**config.mk**
```make
export PLATFORM = sky130hd
export DESIGN_NAME = branch_resolve_unit
export DESIGN_NICKNAME = d
export VERILOG_FILES = /design/src/rtl/brp_pkg.sv /design/src/rtl/upd_fifo.sv /design/src/rtl/branch_resolve_unit.sv
export SDC_FILE = /design/constraint.sdc
export NUM_CORES = 1
export LEC_CHECK = 0
export ABC_CLOCK_PERIOD_IN_PS = 5540
export CAP_MARGIN = 0
export CELL_PAD_IN_SITES_DETAIL_PLACEMENT = 0
export CELL_PAD_IN_SITES_GLOBAL_PLACEMENT = 1
export CORE_ASPECT_RATIO = 1.5
export CORE_MARGIN = 5
export CORE_UTILIZATION = 45
export CTS_CLUSTER_DIAMETER = 50
export DETAILED_ROUTE_END_ITERATION = 12
export PLACE_DENSITY = 0.88
export SYNTH_ARGS = -nofsm -noshare
export SYNTH_HDL_FRONTEND = slang
export SYNTH_HIERARCHICAL = 1
export SYNTH_SLANG_ARGS = --single-unit
```
**constraint.sdc**
```tcl
create_clock -name clk -period 5.54 [get_ports clk]
set_input_delay 1.108 -clock clk [delete_from_list [all_inputs] [get_ports clk]]
set_output_delay 1.108 -clock clk [all_outputs]
set_load 0.1 [all_outputs]
```
**src/rtl/brp_pkg.sv**
```systemverilog
// Shared definitions for the branch resolve unit.
//   PC_W         default PC/target width
//   brp_state_t  RUN / FLUSH control state
//   upd_entry_t  one BTB update record {pc, target}
//   sat_inc16    16-bit saturating increment used by the statistics counters
package brp_pkg;

    localparam int PC_W = 32;

    typedef enum logic {
        ST_RUN   = 1'b0,
        ST_FLUSH = 1'b1
    } brp_state_t;

    typedef struct packed {
        logic [PC_W-1:0] pc;
        logic [PC_W-1:0] target;
    } upd_entry_t;

    function automatic logic [15:0] sat_inc16(input logic [15:0] v);
        return (v == 16'hFFFF) ? v : v + 16'd1;
    endfunction

endpackage

```
**src/rtl/upd_fifo.sv**
```systemverilog
// Small register-based FIFO holding pending BTB updates.
// Ports:
//   clk, rst_n             clock, asynchronous active-low reset
//   push, push_data        append an entry (ignored while full, even if popping)
//   ovr, ovr_data          overwrite the newest (tail) entry in place
//   pop                    drop the head entry (ignored while empty)
//   head_data              current head entry
//   tail_key               upper KEY_W bits of the newest entry (coalescing key)
//   empty, full            occupancy flags
//   tail_is_head           exactly one entry held (tail and head are the same slot)
module upd_fifo #(
    parameter int DEPTH  = 4,
    parameter int DATA_W = 64,
    parameter int KEY_W  = 32
) (
    input  logic              clk,
    input  logic              rst_n,
    input  logic              push,
    input  logic [DATA_W-1:0] push_data,
    input  logic              ovr,
    input  logic [DATA_W-1:0] ovr_data,
    input  logic              pop,
    output logic [DATA_W-1:0] head_data,
    output logic [KEY_W-1:0]  tail_key,
    output logic              empty,
    output logic              full,
    output logic              tail_is_head
);

    localparam int AW = $clog2(DEPTH);

    // Pointers carry one extra wrap bit so full and empty can be told apart.
    logic [AW:0]       rd_ptr_reg, wr_ptr_reg;
    logic [AW-1:0]     rd_idx, wr_idx, tail_idx;
    logic              push_fire, pop_fire;
    logic [DATA_W-1:0] entry_vec [DEPTH];

    assign rd_idx       = rd_ptr_reg[AW-1:0];
    assign wr_idx       = wr_ptr_reg[AW-1:0];
    assign tail_idx     = wr_idx - AW'(1);
    assign empty        = (rd_ptr_reg == wr_ptr_reg);
    assign full         = (rd_ptr_reg[AW] != wr_ptr_reg[AW]) && (rd_idx == wr_idx);
    assign tail_is_head = ((wr_ptr_reg - rd_ptr_reg) == (AW+1)'(1));
    assign push_fire    = push && !full;
    assign pop_fire     = pop && !empty;

    // Entries are reset so the head output reads zero out of reset.
    generate
        for (genvar gi = 0; gi < DEPTH; gi++) begin : g_entry
            logic [DATA_W-1:0] entry_reg;

            always_ff @(posedge clk or negedge rst_n) begin
                if (!rst_n) begin
                    entry_reg <= '0;
                end else if (push_fire && (wr_idx == AW'(gi))) begin
                    entry_reg <= push_data;
                end else if (ovr && !empty && (tail_idx == AW'(gi))) begin
                    entry_reg <= ovr_data;
                end
            end

            assign entry_vec[gi] = entry_reg;
        end
    endgenerate

    always_ff @(posedge clk or negedge rst_n) begin
        if (!rst_n) begin
            rd_ptr_reg <= '0;
            wr_ptr_reg <= '0;
        end else begin
            if (push_fire) begin
                wr_ptr_reg <= wr_ptr_reg + (AW+1)'(1);
            end
            if (pop_fire) begin
                rd_ptr_reg <= rd_ptr_reg + (AW+1)'(1);
            end
        end
    end

    assign head_data = entry_vec[rd_idx];
    assign tail_key  = entry_vec[tail_idx][DATA_W-1 -: KEY_W];

endmodule

```
**src/rtl/branch_resolve_unit.sv**
```systemverilog
// Branch resolve unit: compares the resolved outcome of a branch in EX with
// what fetch predicted, issues a one-cycle fetch redirect on a mispredict,
// squashes wrong-path branches for FLUSH_CYC cycles, queues BTB updates and
// keeps branch / mispredict statistics.
// Ports:
//   clk, rst_n                          clock, asynchronous active-low reset
//   ex_valid/ex_ready                   resolved branch handshake from EX
//   ex_pc, ex_taken, ex_target          resolved instruction PC, outcome, target
//   ex_pred_hit, ex_pred_pc             fetch-time BTB prediction
//   redirect_valid, redirect_pc         registered fetch redirect pulse
//   upd_valid/upd_ready                 BTB update handshake
//   upd_pc, upd_target                  BTB update contents (queue head)
//   branch_cnt, mispredict_cnt          saturating statistics
module branch_resolve_unit #(
    parameter int PC_W      = brp_pkg::PC_W,
    parameter int UPD_DEPTH = 4,
    parameter int FLUSH_CYC = 2
) (
    input  logic            clk,
    input  logic            rst_n,
    input  logic            ex_valid,
    output logic            ex_ready,
    input  logic [PC_W-1:0] ex_pc,
    input  logic            ex_taken,
    input  logic [PC_W-1:0] ex_target,
    input  logic            ex_pred_hit,
    input  logic [PC_W-1:0] ex_pred_pc,
    output logic            redirect_valid,
    output logic [PC_W-1:0] redirect_pc,
    output logic            upd_valid,
    input  logic            upd_ready,
    output logic [PC_W-1:0] upd_pc,
    output logic [PC_W-1:0] upd_target,
    output logic [15:0]     branch_cnt,
    output logic [15:0]     mispredict_cnt
);

    import brp_pkg::*;

    localparam int FC_W = $clog2(FLUSH_CYC + 1);

    brp_state_t        state_reg, state_next;
    logic [FC_W-1:0]   flush_cnt_reg, flush_cnt_next;
    logic              redirect_valid_reg;
    logic [PC_W-1:0]   redirect_pc_reg;
    logic [15:0]       branch_cnt_reg, mispredict_cnt_reg;

    logic [PC_W-1:0]   pc_plus4, actual_next, pred_next;
    logic              accept, mispredict, need_upd, coalesce, push, pop;
    logic              q_empty, q_full, q_tail_is_head;
    logic [2*PC_W-1:0] q_head, new_entry;
    logic [PC_W-1:0]   q_tail_pc;

    assign pc_plus4    = ex_pc + PC_W'(4);
    assign actual_next = ex_taken    ? ex_target  : pc_plus4;
    assign pred_next   = ex_pred_hit ? ex_pred_pc : pc_plus4;

    // In FLUSH the unit swallows wrong-path branches, so it always looks ready.
    assign ex_ready   = (state_reg == ST_FLUSH) ? 1'b1 : !q_full;
    assign accept     = ex_valid && ex_ready && (state_reg == ST_RUN);
    assign mispredict = accept && (actual_next != pred_next);

    // Only taken branches whose BTB entry is missing or stale need an update.
    assign need_upd  = accept && ex_taken && (!ex_pred_hit || (ex_pred_pc != ex_target));
    assign pop       = !q_empty && upd_ready;
    // Coalesce into the newest entry unless that entry is the head leaving
    // this very cycle; then a fresh entry is pushed instead.
    assign coalesce  = need_upd && !q_empty && (q_tail_pc == ex_pc) && !(pop && q_tail_is_head);
    assign push      = need_upd && !coalesce;
    assign new_entry = {ex_pc, ex_target};

    upd_fifo #(
        .DEPTH  (UPD_DEPTH),
        .DATA_W (2*PC_W),
        .KEY_W  (PC_W)
    ) u_upd_fifo (
        .clk          (clk),
        .rst_n        (rst_n),
        .push         (push),
        .push_data    (new_entry),
        .ovr          (coalesce),
        .ovr_data     (new_entry),
        .pop          (pop),
        .head_data    (q_head),
        .tail_key     (q_tail_pc),
        .empty        (q_empty),
        .full         (q_full),
        .tail_is_head (q_tail_is_head)
    );

    assign upd_valid  = !q_empty;
    assign upd_pc     = q_head[2*PC_W-1:PC_W];
    assign upd_target = q_head[PC_W-1:0];

    // Control FSM: state register
    always_ff @(posedge clk or negedge rst_n) begin
        if (!rst_n) begin
            state_reg     <= ST_RUN;
            flush_cnt_reg <= '0;
        end else begin
            state_reg     <= state_next;
            flush_cnt_reg <= flush_cnt_next;
        end
    end

    // Control FSM: next state. FLUSH lasts exactly FLUSH_CYC cycles.
    always_comb begin
        state_next     = state_reg;
        flush_cnt_next = flush_cnt_reg;
        case (state_reg)
            ST_RUN: begin
                if (mispredict) begin
                    state_next     = ST_FLUSH;
                    flush_cnt_next = FC_W'(FLUSH_CYC);
                end
            end
            ST_FLUSH: begin
                flush_cnt_next = flush_cnt_reg - FC_W'(1);
                if (flush_cnt_reg == FC_W'(1)) begin
                    state_next = ST_RUN;
                end
            end
            default: begin
                state_next     = ST_RUN;
                flush_cnt_next = '0;
            end
        endcase
    end

    // Redirect pulse and statistics
    always_ff @(posedge clk or negedge rst_n) begin
        if (!rst_n) begin
            redirect_valid_reg <= 1'b0;
            redirect_pc_reg    <= '0;
            branch_cnt_reg     <= '0;
            mispredict_cnt_reg <= '0;
        end else begin
            redirect_valid_reg <= mispredict;
            if (mispredict) begin
                redirect_pc_reg    <= actual_next;
                mispredict_cnt_reg <= sat_inc16(mispredict_cnt_reg);
            end
            if (accept) begin
                branch_cnt_reg <= sat_inc16(branch_cnt_reg);
            end
        end
    end

    assign redirect_valid = redirect_valid_reg;
    assign redirect_pc    = redirect_pc_reg;
    assign branch_cnt     = branch_cnt_reg;
    assign mispredict_cnt = mispredict_cnt_reg;

endmodule

```
==> out/results.ini <==
[setup_path]
end_kind = output pin
cp.arrival_ns = 3.74
r2r_cells = 16
cp_data_required_time_ns = 4.43
crit_path_max_fanout = 39
crit_type = flip-flop to output pin
start_kind = flip-flop

[timing]
max_freq_mhz = 206
fin_skew_ns = 0.0250
fin_crit_sh = 0.876
setup_viol_count_final = 0
maxSlewHeadroom = 0.119
rsz0062_at_grt = no
fin_setup_tns_ns = 0
worst_slew_pin_slew_ns = 1.31
layout_min_cycle_time_ns = 4.85
slew_viol_final = 0
hold_viol = 0

[pwr]
max-vdd-ir-drop_mv = 1.21
power_w = 0.0187
p_per_area_mw_per_mm2 = 727
p_leak_nw = 10.8

[detailed_routing]
drtIter0Drc = 2028
routed_wl_um = 81800
drt_pass1_iterations = 6
viasPerCell = 6.57
wl_per_cell_um = 28.3
via_count = 19000
drc = 0
final_antenna_net_count = 0

[logic_synthesis]
synth_async_sr_flop_share = 1.00
synth_area_mm2 = 0.0207
synth_edf_count = 0
netlist_instances = 2039
synthFlopType = dfrtp_1
synth_fp_nets = 2154
ys_types = 82
synth_seq_area_share = 0.398
ys_ff_latch = 330
synth_area_per_cell_um2 = 10.2
yosys_warnings = 6

[placement]
dp_hpwl_um = 56400
gp_congestion = 0.973
io_buffers = 232

[floorplanning]
start_util = 0.454
fp.dieArea_mm2 = 0.0505
rows = 96
fp.dieW_um = 185
die_h_um = 273
core_area_mm2 = 0.0456
ios = 233

[clock_tree]
clk_pin_slew_worst_paths_ns = 0.06
ctsRootBufferMaster = clkbuf_16
clockBufferDepth = 3
hold_buffers = 0
cts_resized = 0
clk_latency_ns = 0.56
numClockSinks = 330
cts_buffers = 39
cts_tree = yes
cts_setup_buffers = 0
htreeDepth = 2

[min_path]
min_path_type = flip-flop to flip-flop
hold_depth = 2

[finish]
mostFrequentLayoutCells = nand2_1 (345), dfrtp_1 (327), a21oi_1 (287)
layout-drive-gt1-share = 0.162
n_antenna_cell = 0
nets = 2393
final_common_cell = nand2_1
areaGrowthSynthToFinish_pct = 23.9
largest_reg_flops = 256

[global_route]
grt_pass1_vias = 19500
grt_max_degree = 124
grt_remaining_overflow = 0
grt_pass1_wl_um = 122000
grt.total_usage = 0.318
antenna_found_initial = 2

[run_status]
status = completed

[flow_run]
cap_violations = 0

-- report_power, final --
group	switching (W)	total (W)	internal (W)
Clock	0.00109	0.00263	0.00154
Sequential	0.000806	0.00438	0.00357
Combinational	0.00801	0.0117	0.00366
-- final timing paths --
path | start | slack (ns) | endpoint
max in group asynchronous | rst_n | 3.65 | mispredict_cnt[3]
worst max-delay path | u_upd_fifo/rd_ptr_reg[1] | 0.69 | upd_pc[1]
worst max register to register | u_upd_fifo/wr_ptr_reg[1] | 0.70 | u_upd_fifo/g_entry[1].entry_reg[24]
worst min-delay path | redirect_pc[28] | 0.48 | redirect_pc[28]
worst min register to register | redirect_pc[28] | 0.48 | redirect_pc[28]
min in group asynchronous | rst_n | 0.68 | u_upd_fifo/g_entry[3].entry_reg[1]
-- critical path, cell delays in order, from the launching register on --
cell and delay (ns):
dfrtp_2 0.36, buf_4 0.43, buf_4 0.68, mux4_2 0.67, clkdlybuf4s50_1 1.00
-- metal layers --
layer | global-route usage | wire length (um) | share of wire
met5 | 0 | 26 | 0.00032
met2 | 0.516 | 38900 | 0.48
met3 | 0.0555 | 6780 | 0.083
met1 | 0.376 | 28400 | 0.35
met4 | 0.235 | 7710 | 0.094
-- kinds of logic after synthesis --
kind of cell               Yosys count  synth area share
AOI/OAI and AO/OA                  655             0.225
DFF                                330             0.398
adders and majority gates           13           0.00821
buffers and inverters              190            0.0481
xor gates and xnor gates           172            0.0762
muxes                              118             0.116
and+or+nand+nor                    561             0.128
-- metrics by stage --
stage / area, um^2 / utilization / hold slack (ns) / setup WS, ns / std cells
global placement: 24400 / 0.534 / 0.466 / 0.259 / 2825
CTS: 25700 / 0.563 / 0.483 / 0.684 / 2893
floorplan: 20700 / - / 0.454 / 1.25 / 2039
global route: 25700 / 0.563 / 0.513 / 0.482 / 2893
detailed placement: 24400 / 0.534 / 0.471 / 0.269 / 2825
finish: 25700 / 0.563 / 0.478 / 0.689 / 2893
-- cell type report --
class / instances / area, um^2
clock buffer: 55 / 1140
clock inverter: 13 / 153
fill: 3946 / 20000
inverter: 18 / 67.6
multi-input combinational: 1519 / 11600
sequential: 330 / 8260
tap: 588 / 736
timing repair buffer: 370 / 3730
-- synthesized netlist by cell type (27+ instances only) --
| cell | instances | area (um^2) |
|---|---|---|
| dfrtp_1 | 330 | 8260 |
| nand3_1 | 35 | 175 |
| clkbuf_1 | 73 | 274 |
| a21oi_1 | 288 | 1440 |
| xnor2_1 | 87 | 762 |
| xor2_1 | 80 | 701 |
| a2bb2oi_1 | 226 | 1980 |
| mux4_2 | 96 | 2160 |
| a2bb2oi_2 | 32 | 480 |
| nand4_1 | 27 | 169 |
| nand2_1 | 345 | 1290 |
| buf_2 | 62 | 310 |
| nor2_1 | 45 | 169 |
| o21ai_0 | 47 | 235 |
Power figures use the tool's default switching activity.
